$ cat src/rtl/pwm_multichannel.sv
// N-channel PWM generator: shared prescaler, edge/center-aligned counter, shadowed duty registers.
// Optional PWM_POLARITY_EN macro adds a per-channel output polarity input pol_i.
module pwm_multichannel #(
  parameter int NUM_CH  = 16,
  parameter int DUTY_W  = 8,
  parameter int PRESC_W = 8
) (
  input  logic               clk,
  input  logic               rst_n,
  input  logic [NUM_CH-1:0]  en_out_i,
  input  logic [NUM_CH-1:0]  en_pwm_i,
  input  logic               wr_en_i,
  input  logic [3:0]         wr_ch_i,
  input  logic [DUTY_W-1:0]  wr_duty_i,
  input  logic [PRESC_W-1:0] prescale_i,
  input  logic               center_mode_i,
`ifdef PWM_POLARITY_EN
  input  logic [NUM_CH-1:0]  pol_i,
`endif
  output logic [NUM_CH-1:0]  out_o,
  output logic               period_start_o
);

  typedef enum logic {DIR_UP, DIR_DOWN} dir_e;
  typedef enum logic {MODE_EDGE, MODE_CENTER} mode_e;

  localparam logic [DUTY_W-1:0] CNT_MAX = '1;

  logic [PRESC_W-1:0]             presc_cnt_q, presc_cnt_d;
  logic [DUTY_W-1:0]              cnt_q, cnt_d;
  dir_e                           dir_q, dir_d;
  mode_e                          mode_q, mode_d;
  logic [NUM_CH-1:0][DUTY_W-1:0]  shadow_q, shadow_d;
  logic [NUM_CH-1:0][DUTY_W-1:0]  active_q, active_d;
  logic [NUM_CH-1:0]              out_q, out_d;
  logic                           period_start_q;
  logic                           tick;
  logic                           boundary;
  logic                           cmp;

  always_comb begin
    // NOTE: every signal driven here gets a default first so no path leaves it unassigned (no latch).
    presc_cnt_d = presc_cnt_q + PRESC_W'(1);
    cnt_d       = cnt_q;
    dir_d       = dir_q;
    mode_d      = mode_q;
    shadow_d    = shadow_q;
    active_d    = active_q;
    out_d       = '0;
    boundary    = 1'b0;
    cmp         = 1'b0;

    // >= rather than == so lowering prescale below the running count ticks at once.
    tick = (presc_cnt_q >= prescale_i);
    if (tick) presc_cnt_d = '0;

    if (tick) begin
      if (mode_q == MODE_EDGE) begin
        cnt_d    = cnt_q + DUTY_W'(1);
        boundary = (cnt_q == CNT_MAX);
      end else if (dir_q == DIR_UP) begin
        if (cnt_q == CNT_MAX) dir_d = DIR_DOWN;
        else                  cnt_d = cnt_q + DUTY_W'(1);
      end else begin
        if (cnt_q == '0) begin
          dir_d    = DIR_UP;
          boundary = 1'b1;
        end else begin
          cnt_d = cnt_q - DUTY_W'(1);
        end
      end
    end

    for (int i = 0; i < NUM_CH; i++) begin
      if (wr_en_i && (wr_ch_i == 4'(i))) shadow_d[i] = wr_duty_i;
    end

    // Loading from shadow_d lets a write on the boundary cycle reach the new period.
    if (boundary) begin
      active_d = shadow_d;
      mode_d   = mode_e'(center_mode_i);
      dir_d    = DIR_UP;
    end

    for (int i = 0; i < NUM_CH; i++) begin
      cmp = en_pwm_i[i] ? ((active_q[i] == CNT_MAX) || (cnt_q < active_q[i])) : 1'b1;
`ifdef PWM_POLARITY_EN
      cmp = cmp ^ pol_i[i];
`endif
      out_d[i] = en_out_i[i] & cmp;
    end
  end

  always_ff @(posedge clk) begin
    // NOTE: state updates use non-blocking assignments; the duty register arrays are reset
    // too, so a restart never drives stale duty values.
    if (!rst_n) begin
      presc_cnt_q    <= '0;
      cnt_q          <= '0;
      dir_q          <= DIR_UP;
      mode_q         <= MODE_EDGE;
      shadow_q       <= '0;
      active_q       <= '0;
      out_q          <= '0;
      period_start_q <= 1'b0;
    end else begin
      presc_cnt_q    <= presc_cnt_d;
      cnt_q          <= cnt_d;
      dir_q          <= dir_d;
      mode_q         <= mode_d;
      shadow_q       <= shadow_d;
      active_q       <= active_d;
      out_q          <= out_d;
      period_start_q <= boundary;
    end
  end

  assign out_o          = out_q;
  assign period_start_o = period_start_q;

endmodule

$ cat config.mk
export PLATFORM = sky130hd
export DESIGN_NAME = pwm_multichannel
export DESIGN_NICKNAME = d
export VERILOG_FILES = /design/src/rtl/pwm_multichannel.sv
export SDC_FILE = /design/constraint.sdc
export NUM_CORES = 1
export LEC_CHECK = 0
export ABC_AREA = 1
export CAP_MARGIN = 20
export CORE_MARGIN = 5
export CORE_UTILIZATION = 55
export DETAILED_ROUTE_END_ITERATION = 12
export MAX_ROUTING_LAYER = met4
export PLACE_DENSITY = 0.73
export SLEW_MARGIN = 10
export SYNTH_ARGS = -nofsm -noshare
export SYNTH_HDL_FRONTEND = slang
export SYNTH_SLANG_ARGS = --single-unit
export TNS_END_PERCENT = 1
$ cat constraint.sdc
create_clock -name clk -period 3.6 [get_ports clk]
set_input_delay 0.72 -clock clk [delete_from_list [all_inputs] [get_ports clk]]
set_output_delay 0.72 -clock clk [all_outputs]
set_load 0.01 [all_outputs]
# After elaboration in Yosys (flattened, before gate mapping)
# Index checks and enable logic that the tools add are counted.
dict set report totals {
  register_bits 291
  latchBits 0
  ram_bits 0
  rom_bits 0
  inputBits 56
  mem_count 0
}
dict set report op_classes {
  n_addsub 3
  mul 0
  n_div 0
  n_lt_le_gt_ge 17
  eq_ne 34
  shifts 0
  n_mux 43
  bitwise 17
  reduce_logical 38
}
# cell count
set op_table {}
lappend op_table {{$mux W8} 20}
lappend op_table {{$eq A8 B8 Y1 const B} 17}
lappend op_table {{$lt A8 B8 Y1} 16}
lappend op_table {{$eq A4 B4 Y1 const B} 8}
lappend op_table {{$mux W1} 23}
lappend op_table {{$add A8 B1 Y8 const B} 2}
lappend op_table {{$and A1 B1 Y1} 16}
lappend op_table {{$eq A4 B3 Y1 const B} 4}
lappend op_table {{$logic_and A1 B1 Y1} 16}
lappend op_table {{$logic_or A1 B1 Y1} 16}
lappend op_table {{$eq A4 B2 Y1 const B} 2}
lappend op_table {{$ge A8 B8 Y1} 1}
lappend op_table {{$logic_not A8 Y1} 1}
lappend op_table {{$sub A8 B1 Y8 const B} 1}
lappend op_table {{$ne A3 B3 Y1 const B} 2}
lappend op_table {{$eq A4 B1 Y1 const B} 1}
lappend op_table {{$logic_not A4 Y1} 1}
lappend op_table {{$reduce_or A2 Y1} 2}
lappend op_table {{$reduce_and A3 Y1} 1}
lappend op_table {{$reduce_and A2 Y1} 1}
lappend op_table {{$not A1 Y1} 1}

# Longest topological paths before layout
dict set report logic_depth {
  ltp_word 6
  mapped_depth 15
  depth_no_buf 13
}

# Worst setup path after synthesis
# No wires, ideal clock.
dict set report synth_timing {
  kind {input to register}
  from {input prescale_i[7]}
  to {register active_q[104] (netlist name)}
  arrival_time_ps 2119
  slack_ps 1358
  cell_stages 12
  path_buffers 3
  path_cell_list {inv_1 > ha_1 > nand2_1 > nor2_1 > nand4_1 > nand3_1 > buf_2 > nand2_1 > buf_4 > buf_6 > nand3_1 > o21ai_2}
}
dict set report synth_via {
  elab_chain_cells 2
}
# element line
set synth_lines {}
lappend synth_lines {{from (decl)} 15} ;# input logic [PRESC_W-1:0] prescale_i,
lappend synth_lines {{$ge A8 B8 Y1} 54} ;# tick = (presc_cnt_q >= prescale_i);
lappend synth_lines {{$mux W1} 57} ;# if (tick) begin
lappend synth_lines {{to (signal assigned)} 112} ;# active_q <= active_d;
lappend synth_lines {{to (decl)} 34} ;# logic [NUM_CH-1:0][DUTY_W-1:0] active_q, active_d;
# No other way between the ends.
# A chain may end at the register's enable or synchronous reset.

# Worst setup path after layout
dict set report layout_timing {
  from {input prescale_i[5]}
  to {register active_q[55] (netlist name)}
}
# Same word-level chain as after synthesis.

==> summary by stage <==
Detailed routing
The number of search-and-repair iterations in the first detailed-routing pass is 5. For this run, design rule violations remaining after detail routing come to 0. The first-iteration detailed-routing DRC count is 969. The detailed-route wire length is 34400 um. Once detail routing completed, the nets flagged for antenna violations numbered 0. In the final routed layout, each cell accounts on average for 15.6 um. Dividing the detail-routed via count by the number of cells gives 5.41. The total via count in the routed design is 11.9k.

Final layout
Once layout is done, the placed cells without fillers occupy 16100 um^2. 0 antenna diodes ended up in the layout. The fraction of final layout cells with drive strength greater than 1 is 10.6%.

After filler insertion, the fill cell instance count of the layout stands at 2215. The number of standard cells in the layout, taps in and fillers out is 2197. The number of nets at the end of the flow is 2022. In the final layout, the multi-input gates occupy 7000 um^2. Across the whole layout, storage elements account for 5830 um^2. From synthesis to final layout, the design area changed by 15.3%.

Logic synthesis
For this run, the number of Yosys warnings is 0. The cell accounting for the most synthesized area is dfxtp_1. The synthesized netlist occupies a cell area of 14000 um^2. The area fraction of the dominant cell type after synthesis is 41.6%.

By area the synthesized netlist is led by dfxtp_1 (42%), ha_1 (11%), nor2_1 (7.7%). The count of mapped cells out of synthesis is 1789. In this run the mean area of a mapped cell was 7.82 um^2. The synthesis-stage register bit count is 291. Summing the sequential cell areas from Yosys gives 41.6% of the chip area. The count of cell types in the netlist is 28. The number of nets produced by synthesis is 1969.

Floorplan
The die covers 28700 um^2. The floorplan step defined a core boundary enclosing 25100 um^2. The y dimension of the die is 169 um. The site row count is 58. The initial utilization of the core area, before any placement, comes to 55.7%. The x dimension of the die is 169 um. The number of top-level pins is 73.

Clock network
The number of clock buffers inserted by TritonCTS is 34. The number of levels the H-tree was split into is 2. Once the clock tree was built, the resizer swapped 0 gates to a different size. The CTS root buffer is clkbuf_16. The maximum buffer depth of the clock tree is 3. The post-CTS setup repair buffer count is 0.

The number of clock sinks is 291. Hold repair after CTS inserted 0 buffers. For the worst-skew pair, the clock arrives at the later sink with an insertion delay of 0.51 ns. TritonCTS built the clock tree.

The clock transition at the register clock pins on the worst setup and hold paths after CTS is 0.06 ns.

Timing
The count of final setup violators is 0. The smallest clock period supported by the final layout is computed as 2.48 ns. The final count of hold timing violations came to 0. The fmax is 402 MHz. The max-slew violation count is 0. The transition time at the pin with the least slew margin is 0.885 ns. The setup total negative slack is 0 ns. The final setup skew is 0.0161 ns. Hold is met by 0.469 ns. Setup repair after global routing left no endpoint under its margin.

The relative slew slack is 40.9%. The share of the clock period used by the worst path is 69.0%.

Power
The total power per unit cell area is 448 nW/um^2. The total power is 7.22 mW. The leakage power of the design is 6.62 nW. The peak supply drop is 0.402 mV.

GRT
Global routing finished with a remaining overflow of 0. The first global-routing pass estimated 55800 um of wire. The aggregate global-route resource usage is 24.4%. The number of antenna violations at the first check in global routing came to 0. Entering global routing, the biggest net connects 105 pins. The via count of the first global-routing pass is 11.2k.

Setup path
Data on the critical path is required at its endpoint by 4.04 ns. The type of the setup path with the least slack is in2reg. The worst setup path is launched from an input port. The number of cell instances on the worst register-to-register path is 9. Along the worst path, the maximum fanout reaches 50.

The sort of element at the end of the critical path is a flip-flop. The critical path data arrival time is 2.92 ns.

Placed design
The count of buffers added on input and output ports is 72. The placed cell count is 2136. The weighted congestion at the end of routability-driven global placement is 0.883.

After legalization and detailed placement, the total HPWL measured 21900 um. The instance area at placement is 15000 um^2.

Hold path
The worst hold path cell count is 1. The path class of the tightest hold or removal check is reg2reg.

Outcome
The run finished with clean final reports.

Flow run
Max-cap violations in this run came to 0.
## sequential cells by signal, summed over array words and instances, names as in the netlist
name / flops
presc_cnt_q: 8
dir_q: 1
out_o: 16
shadow_q: 128
cnt_q: 8
mode_q: 1
active_q: 128
period_start_o: 1
## worst paths after layout
check | from | to | slack (ns)
max reg2reg | cnt_q[1]$_SDFFE_PN0P_ | active_q[103]$_SDFFE_PN0P_ | 1.26
max | prescale_i[5] | active_q[55]$_SDFFE_PN0P_ | 1.12
min | presc_cnt_q[0]$_SDFF_PP0_ | presc_cnt_q[0]$_SDFF_PP0_ | 0.47
min reg2reg | presc_cnt_q[0]$_SDFF_PP0_ | presc_cnt_q[0]$_SDFF_PP0_ | 0.47
## Yosys cell counts (all sizes together)
library cell    n
nand4          37
xor2            4
inv           181
nor2          288
o21ai         191
buf            44
o21a           16
a21o            1
nand2         229
ha            124
nand3         158
clkbuf         44
nor3b           1
nand3b          2
a21oi         159
dfxtp         291
xnor2           2
or2             1
a211oi         16
## critical path, cell delays in order
cell and delay [ns]:
clkdlybuf4s50_1 0.45, inv_1 0.04, ha_1 0.30, a21oi_1 0.13, nor2_1 0.05, nor2_1 0.12, nand3_1 0.24, nand2_4 0.33
buf_12 0.29, nand3_1 0.13, o21ai_1 0.11
## area by class of cell
type | count | share of cell area [%]
inverters | 181 | 4.22
repair buffers | 105 | 6.38
flip-flops and latches | 291 | 36.1
clock inverters | 12 | 0.892
clock buffers | 49 | 6.39
well taps | 330 | 2.56
multi-input cells | 1229 | 43.4
## cells in the final DEF, fill, tap and decap left out, drive strengths merged
cell,instances
o21a,16
clkdlybuf4s50,71
a21o,1
nand4,37
nand2,229
xor2,4
clkinv,7
a211oi,16
bufinv,3
xnor2,2
or2,1
clkinvlp,2
o21ai,191
nor2,288
clkbuf,49
ha,124
dfxtp,291
nand3,158
a21oi,159
inv,181
nor3b,1
buf,34
nand3b,2
## where the power goes
group          switching, mW  internal, mW
clock network           1.34          2.21
registers             0.0133          3.25
logic                  0.251         0.155
## stage by stage
step / util, % / setup slack [ns]
6_report: 64.2 / 1.12
5_1_grt: 64.2 / 0.910
4_1_cts: 64.2 / 1.09
3_5_place_dp: 59.5 / 0.604
3_3_place_gp: 59.5 / 0.651
2_1_floorplan: - / 1.36
## routing by layer
| layer | vias to the layer above | GRT usage [%] | routed length [um] |
|---|---|---|---|
| met5 | - | - | 0 |
| met4 | 0 | 6.09 | 832 |
| met3 | 64 | 3.47 | 1760 |
| met2 | 282 | 41.3 | 16600 |
| met1 | 5514 | 30.8 | 15200 |
| li1 | 6028 | - | - |
## kinds of logic (layout without fill, tap and decap cells)
kind of cell               after synthesis  count (layout)  synth area share (%)
and+or+nand+nor                        716             716                  21.5
buffers and inverters                  269             347                  8.44
adders and majority gates              124             124                  11.1
xor gates and xnor gates                 6               6                 0.376
DFF                                    291             291                  41.6
AOI/OAI and AO/OA                      383             383                  17.0
Note: power is estimated with default switching activity, not from simulation.
